**config.mk**
```make
export PLATFORM = sky130hd
export DESIGN_NAME = bus_response_router
export DESIGN_NICKNAME = d
export VERILOG_FILES = /design/src/rtl/bus_pkg.sv /design/src/rtl/bus_timeout_counter.sv /design/src/rtl/bus_response_router.sv
export SDC_FILE = /design/constraint.sdc
export NUM_CORES = 1
export LEC_CHECK = 0
export ABC_CLOCK_PERIOD_IN_PS = 3800
export BUFFER_PORTS_ARGS = -buffer_cell sky130_fd_sc_hd__clkbuf_2
export CAP_MARGIN = 20
export CORE_AREA = 2 2 105 107
export DETAILED_ROUTE_END_ITERATION = 8
export DIE_AREA = 0 0 107 109
export PLACE_DENSITY = 0.95
export SLEW_MARGIN = 15
export SYNTH_ARGS = -nofsm -noshare
export SYNTH_HDL_FRONTEND = slang
export SYNTH_HIERARCHICAL = 1
export SYNTH_SLANG_ARGS = --single-unit
```
**constraint.sdc**
```tcl
create_clock -name clk -period 3.8 [get_ports clk]
set_input_delay 0.76 -clock clk [delete_from_list [all_inputs] [get_ports clk]]
set_output_delay 0.76 -clock clk [all_outputs]
set_load 0.03 [all_outputs]
```
**src/rtl/bus_pkg.sv**
```systemverilog
// Shared definitions for the CPU data-bus request/response path.
//   target_e      : which slave a latched request is routed to
//   state_e       : router transaction state
//   DATA_W/ADDR_W : default bus widths (ADDR_W counts 32-bit words)
//   decode_target : folds the decoder selects into a target, RAM first
package bus_pkg;

    localparam int DATA_W = 32;
    localparam int ADDR_W = 30;

    typedef enum logic [1:0] {
        TGT_NONE,
        TGT_RAM,
        TGT_IO
    } target_e;

    typedef enum logic [1:0] {
        ST_IDLE,
        ST_ISSUE,
        ST_WAIT,
        ST_RESP
    } state_e;

    // RAM has priority when the decoder flags both regions.
    function automatic target_e decode_target(input logic ram_sel, input logic io_sel);
        target_e tgt;
        tgt = TGT_NONE;
        if (ram_sel) begin
            tgt = TGT_RAM;
        end else if (io_sel) begin
            tgt = TGT_IO;
        end
        return tgt;
    endfunction

endpackage

```
**src/rtl/bus_timeout_counter.sv**
```systemverilog
// Wait-cycle counter for an outstanding bus transaction.
//   clk, rst_n : clock, asynchronous active-low reset
//   clear      : restart the count at zero (has priority over enable)
//   enable     : advance the count by one this cycle
//   expired    : count has reached LIMIT-1
// The count stops at LIMIT-1, so it never wraps back into a
// "not yet expired" value while the owner keeps enable high.
module bus_timeout_counter #(
    parameter int LIMIT = 255
) (
    input  logic clk,
    input  logic rst_n,
    input  logic clear,
    input  logic enable,
    output logic expired
);

    localparam int CW = $clog2(LIMIT + 1);
    localparam logic [CW-1:0] LAST = CW'(LIMIT - 1);

    logic [CW-1:0] count_reg;

    always_ff @(posedge clk or negedge rst_n) begin
        if (!rst_n) begin
            count_reg <= '0;
        end else if (clear) begin
            count_reg <= '0;
        end else if (enable && (count_reg != LAST)) begin
            count_reg <= count_reg + 1'b1;
        end
    end

    assign expired = (count_reg == LAST);

endmodule

```
**src/rtl/bus_response_router.sv**
```systemverilog
// CPU data-bus request/response router.
// Accepts one CPU request at a time, routes it to RAM or IO using the
// external address decoder's selects, issues a one-cycle strobe to that
// target, waits for its acknowledge (or a timeout) and returns a one-cycle
// response carrying read data or an error flag.
//   clk, rst_n            : clock, asynchronous active-low reset
//   req_*                 : CPU request channel (req_ready_o high in IDLE)
//   ram_select_i/io_select_i : decoder outputs for the presented address
//   ram_req_o/io_req_o    : one-cycle strobes to the targets
//   tgt_*                 : request fields latched at acceptance
//   ram_ack_i/io_ack_i, ram_rdata_i/io_rdata_i : target completion + data
//   rsp_valid_o/rsp_rdata_o/rsp_err_o : response back to the CPU
module bus_response_router
    import bus_pkg::*;
#(
    parameter int TIMEOUT_CYCLES = 255,
    parameter int DATA_W         = 32
) (
    input  logic              clk,
    input  logic              rst_n,
    input  logic              req_valid_i,
    output logic              req_ready_o,
    input  logic [ADDR_W-1:0] req_addr_i,
    input  logic              req_we_i,
    input  logic [3:0]        req_be_i,
    input  logic [DATA_W-1:0] req_wdata_i,
    input  logic              ram_select_i,
    input  logic              io_select_i,
    output logic              ram_req_o,
    output logic              io_req_o,
    output logic [ADDR_W-1:0] tgt_addr_o,
    output logic              tgt_we_o,
    output logic [3:0]        tgt_be_o,
    output logic [DATA_W-1:0] tgt_wdata_o,
    input  logic              ram_ack_i,
    input  logic              io_ack_i,
    input  logic [DATA_W-1:0] ram_rdata_i,
    input  logic [DATA_W-1:0] io_rdata_i,
    output logic              rsp_valid_o,
    output logic [DATA_W-1:0] rsp_rdata_o,
    output logic              rsp_err_o
);

    state_e            state_reg, state_next;
    target_e           tgt_sel_reg;
    logic [DATA_W-1:0] rsp_rdata_reg;
    logic              rsp_err_reg;

    logic              accept;
    logic              finish;
    logic              finish_err;
    logic [DATA_W-1:0] finish_rdata;
    logic              cnt_clear;
    logic              cnt_enable;
    logic              cnt_expired;
    logic              ack_hit;
    logic [DATA_W-1:0] ack_rdata;

    bus_timeout_counter #(
        .LIMIT (TIMEOUT_CYCLES)
    ) u_timeout (
        .clk     (clk),
        .rst_n   (rst_n),
        .clear   (cnt_clear),
        .enable  (cnt_enable),
        .expired (cnt_expired)
    );

    // Only the latched target's ack counts; the other target is ignored.
    assign ack_hit   = ((tgt_sel_reg == TGT_RAM) && ram_ack_i) ||
                       ((tgt_sel_reg == TGT_IO)  && io_ack_i);
    assign ack_rdata = (tgt_sel_reg == TGT_RAM) ? ram_rdata_i : io_rdata_i;

    always_ff @(posedge clk or negedge rst_n) begin
        if (!rst_n) begin
            state_reg <= ST_IDLE;
        end else begin
            state_reg <= state_next;
        end
    end

    always_comb begin
        state_next   = state_reg;
        accept       = 1'b0;
        finish       = 1'b0;
        finish_err   = 1'b0;
        finish_rdata = '0;
        cnt_clear    = 1'b0;
        cnt_enable   = 1'b0;
        ram_req_o    = 1'b0;
        io_req_o     = 1'b0;
        case (state_reg)
            ST_IDLE: begin
                if (req_valid_i) begin
                    accept = 1'b1;
                    if (decode_target(ram_select_i, io_select_i) == TGT_NONE) begin
                        finish     = 1'b1;
                        finish_err = 1'b1;
                        state_next = ST_RESP;
                    end else begin
                        state_next = ST_ISSUE;
                    end
                end
            end
            ST_ISSUE: begin
                ram_req_o = (tgt_sel_reg == TGT_RAM);
                io_req_o  = (tgt_sel_reg == TGT_IO);
                cnt_clear = 1'b1;
                // An ack alongside the strobe is legal and completes at once.
                if (ack_hit) begin
                    finish       = 1'b1;
                    finish_rdata = tgt_we_o ? '0 : ack_rdata;
                    state_next   = ST_RESP;
                end else begin
                    state_next = ST_WAIT;
                end
            end
            ST_WAIT: begin
                cnt_enable = 1'b1;
                if (ack_hit) begin
                    finish       = 1'b1;
                    finish_rdata = tgt_we_o ? '0 : ack_rdata;
                    state_next   = ST_RESP;
                end else if (cnt_expired) begin
                    finish     = 1'b1;
                    finish_err = 1'b1;
                    state_next = ST_RESP;
                end
            end
            ST_RESP: begin
                state_next = ST_IDLE;
            end
            default: begin
                state_next = ST_IDLE;
            end
        endcase
    end

    always_ff @(posedge clk or negedge rst_n) begin
        if (!rst_n) begin
            tgt_sel_reg   <= TGT_NONE;
            tgt_addr_o    <= '0;
            tgt_we_o      <= 1'b0;
            tgt_be_o      <= '0;
            tgt_wdata_o   <= '0;
            rsp_rdata_reg <= '0;
            rsp_err_reg   <= 1'b0;
        end else begin
            if (accept) begin
                tgt_sel_reg <= decode_target(ram_select_i, io_select_i);
                tgt_addr_o  <= req_addr_i;
                tgt_we_o    <= req_we_i;
                tgt_be_o    <= req_be_i;
                tgt_wdata_o <= req_wdata_i;
            end
            if (finish) begin
                rsp_rdata_reg <= finish_rdata;
                rsp_err_reg   <= finish_err;
            end
        end
    end

    assign req_ready_o = (state_reg == ST_IDLE);
    assign rsp_valid_o = (state_reg == ST_RESP);
    // Response fields are only driven while the pulse is up.
    assign rsp_rdata_o = rsp_valid_o ? rsp_rdata_reg : '0;
    assign rsp_err_o   = rsp_valid_o & rsp_err_reg;

endmodule

```
* Word-level counts from Yosys, hierarchy flattened *
Index checks and enable logic that the tools add are counted.

cells by class
  add/subtract/negate cells = 1
  equal/unequal tests = 9
  mux-type cells = 31
  bitwise gates (word level) = 1
  reductions and logical operators = 9

operators with widths
  cell                   count
  $mux W32               5
  $mux W2                8
  $mux W8                2
  $mux W1                13
  $add A8 B1 Y8 const B  1
  $eq A8 B8 Y1 const B   1
  $ne A8 B8 Y1 const B   1
  $pmux W2 S4            1
  $eq A2 B2 Y1 const B   3
  $eq A2 B1 Y1 const B   2
  $logic_not A2 Y1       2
  $logic_and A1 B1 Y1    3
  $ne A3 B3 Y1 const B   1
  $pmux W1 S3            1
  $ne A2 B2 Y1 const B   1
  $pmux W1 S2            1
  $reduce_and A2 Y1      1
  $reduce_bool A2 Y1     1
  $reduce_or A2 Y1       1
  $and A1 B1 Y1          1
  $logic_or A1 B1 Y1     1

word-level totals
  flip-flop bits (word level) = 112
  input bits = 138
  output and inout port bits = 104
  logic and storage cells = 60

* Depth between registers and ports, before layout *
  depth in word-level cells = 8
  gate-level depth with buffers = 9
  mapped depth without buffers = 8

* By module *
The synthesis kept the hierarchy.

by module, submodules not included
  module               instances  cells each  area each (µm²)  seq. area each (µm²)
  bus_response_router  1          392         4707.0           2602.5
  bus_timeout_counter  1          50          498.0            200.2

* Least setup slack after synthesis *
OpenSTA, ideal clock, no wires.

  path type = reg-to-output
  start point = register state_reg[0]
  end point = output rsp_rdata_o[10]
  data arrival time = 1.368 ns
  required time = 3.040 ns
  path slack = 1.672 ns
  stages on the path, launching flop included = 4
  path buffers = 1
  path through = dfrtp_1 > ha_1 > clkbuf_1 > and2_1

between the ends
  cells in the longest elaborated chain, start to end = 2

RTL lines
  what                      RTL line                    source
  start: declaration        bus_response_router.sv:44   state_e state_reg, state_next;
  start signal: assignment  bus_response_router.sv:78   state_reg <= state_next;
  $eq A2 B2 Y1              bus_response_router.sv:164  assign rsp_valid_o = (state_reg == ST_RESP);
  via rsp_valid_o           bus_response_router.sv:39   output logic rsp_valid_o,
  $mux W32                  bus_response_router.sv:166  assign rsp_rdata_o = rsp_valid_o ? rsp_rdata_reg : '0;
  end: declaration          bus_response_router.sv:40   output logic [DATA_W-1:0] rsp_rdata_o,

The timed path passes the listed nets, and every way through them passes these cells.

* Worst setup path in the final report *
  start point = register state_reg[0]
  end point = output rsp_err_o

between the ends
  cells in the longest elaborated chain, start to end = 2

RTL lines
  what              RTL line                    source
  $eq A2 B2 Y1      bus_response_router.sv:164
  $and A1 B1 Y1     bus_response_router.sv:167  assign rsp_err_o = rsp_valid_o & rsp_err_reg;
  end: declaration  bus_response_router.sv:41   output logic rsp_err_o

No other way between the ends.

==> impl_metrics.tcl <==
set metrics [dict create \
    gr-usage-all-layers 0.247 \
    synthesis.nets 586 \
    nNetsFinal 818 \
    yosysMostFrequentCell "dfrtp_1" \
    worst_pin_slew_ns 0.997 \
    ys_seq_elements 112 \
    die_h_um 109 \
    cp.arrival_ns 2.10 \
    ys_warn_count 6 \
    wl_per_cell_um 17.7 \
    p_seq_frac 0.560 \
    hp-class "primary input to asynchronous set/reset pin" \
    cellLeakagePower_nw 3.87 \
    post-synth-top-area-cell "dfrtp_1" \
    yosysUniqueCellTypes 40 \
    root_buffer "clkbuf_8" \
    worstSetupPathType "flop to primary output" \
    clk_pin_slew_worst_paths_ns 0.12 \
    rows 38 \
    period_minus_slack_ns 2.86 \
    power_per_cell_area_nw_per_um2 315 \
    synth_edf_count 0 \
    timing.fmax_mhz 350 \
    wl_mm 14.5 \
    skew_ns 0.0157 \
    synth_common_cells "112 x dfrtp_1, 99 x mux2_2, 70 x nand2_1" \
    fill_cells 750 \
    path_max_fanout 35 \
    ant_nets 0 \
    power_switching_mw 0.492 \
    fin_setup_tns_ns 0 \
    syn_area_per_cell_um2 11.8 \
    rsz0062_at_grt "no" \
    clock_tree.htree_level_count 3 \
    first_global_vias 4270 \
    antenna_found_initial 0 \
    p_int_mw 1.63 \
    holdBufCountCts 0 \
    drtIter0Drc 236 \
    cts_tree "done" \
    yosysSeqAreaShare 0.538 \
    ys.flop_type "dfrtp_1" \
    cts.path.max_buffers 2 \
    cts_buffers 9 \
    clock_latency_ns 0.39 \
    startpoint_type "flop" \
    slew_violations 0 \
    dieArea_um2 11700 \
    synth_top_area_share 0.538 \
    pin_count 242 \
    cts_sinks 112 \
    grt_remaining_overflow 0 \
    fin_crit_sh 0.752 \
    grt_pass1_wl_mm 21.9 \
    grt_max_degree 91 \
    cts_setup_buffers 0 \
    drive_gt1_frac 0.548 \
    syn2layout_area_growth_pct 29.8 \
    portBuffers 241 \
    chipWidth_um 107 \
    critPathRequiredTime_ns 3.04 \
    design_area_um2 6750 \
    p_clk_frac 0.389 \
    place_congestion 0.791 \
    vias 4274 \
    ctsResizeCount 0 \
    setup_viol 0 \
    status "completed" \
    initial_utilization 0.491 \
    cp-end-kind "primary output" \
    netSwitchingFraction 0.232 \
    coreArea_um2 10600 \
    routed_via_density 5.22 \
    cap_violations 0 \
    hpwl_mm 10.7 \
    async_flop_share 1.00 \
    comb_power_share 0.050 \
    first_pass_iters 4 \
    synth_area_leaders "dfrtp_1 54%, mux2_2 21%, nand2_1 5.0%" \
    drc 0 \
    insertedDiodeCount 0 \
    slew_headroom 0.333 \
    synth_cells 442 \
    timing_hold_violations_final 0 \
    syn_area_um2 5200 \
    placedInstanceArea_um2 6520 \
    vdd_ir_drop_max_uv 262 \
]
path summary, 6_finish.rpt:
check | startpoint | end | slack [ns] | cells after the start
worst max-delay path | state_reg[0]$_DFFE_PN0P_ | rsp_err_o | 0.94 | 3
worst min-delay path | rst_n | tgt_addr_o[5]$_DFFE_PN0P_ | 0.25 | 1
worst max register to register | state_reg[0]$_DFFE_PN0P_ | rsp_rdata_reg[14]$_DFFE_PN0P_ | 1.33 | 6
worst min register to register | rsp_rdata_reg[2]$_DFFE_PN0P_ | rsp_rdata_reg[2]$_DFFE_PN0P_ | 0.51 | 1
max in group asynchronous | rst_n | state_reg[1]$_DFFE_PN0P_ | 2.76 | 2
min in group clk | rsp_rdata_reg[2]$_DFFE_PN0P_ | rsp_rdata_reg[2]$_DFFE_PN0P_ | 0.51 | 1
through the flow:
step                power (mW)  cells   util  hold slack [ns]  worst slack, ns
floorplan                 1.22    442      -            0.456             1.67
global placement          1.31    803  0.615            0.473             1.15
detailed placement        1.32    803  0.615            0.485             1.06
CTS                       2.14    819  0.637            0.250            0.922
global route              2.19    819  0.637            0.276            0.760
finish                    2.13    819  0.637            0.252            0.942
routing by layer:
metal	share of wire	vias up	track usage	wire, um
li1	-	1972	-	-
met1	0.37	2027	0.264	5390
met2	0.53	235	0.471	7690
met3	0.068	40	0.0544	982
met4	0.031	0	0.0983	457
met5	0	-	0	0
layout make-up:
cell class	instances	area [um^2]	area share
Clock buffer	9	124	0.0183
Clock inverter	7	110	0.0163
Inverter	7	26.3	0.00389
Multi-Input combinational cell	298	2260	0.334
Sequential cell	112	2800	0.415
Tap cell	140	175	0.0259
Timing Repair Buffer	246	1260	0.186
critical path, stage by stage (launching register included):
cell and delay [ns]:
dfrtp_1 0.46, ha_1 0.77, and2_1 0.28, clkbuf_2 0.22
placed cells by master, fill, tap and decap left out, drive strengths merged, types with 4 or more instances in the layout:
cell type,synthesis,routed
nand2,70,70
ha,6,6
a21oi,38,38
mux2,102,102
dfrtp,112,112
inv,7,10
nor2,5,5
o21ai,4,4
buf,15,6
and2,36,36
clkbuf,10,249
nor2b,4,4
power by group through the flow:
stage          Clock (mW)  Combinational [mW]  Sequential [mW]
2_1_floorplan           0             0.00845             1.21
3_3_place_gp            0               0.100             1.21
3_5_place_dp            0               0.107             1.21
4_1_cts             0.841               0.109             1.19
5_1_grt             0.883               0.120             1.19
6_report            0.828               0.107             1.19
logic make-up after synthesis:
| logic type | after synthesis | share of synthesized area |
|---|---|---|
| flip-flops | 112 | 0.538 |
| multiplexers | 103 | 0.223 |
| AO/OA/AOI/OAI | 55 | 0.0659 |
| buffers and inverters | 32 | 0.0300 |
| adder cells (fa/ha/maj) | 6 | 0.0144 |
| AND/OR/NAND/NOR | 134 | 0.129 |
No activity file was read; power rests on OpenSTA's default activity.
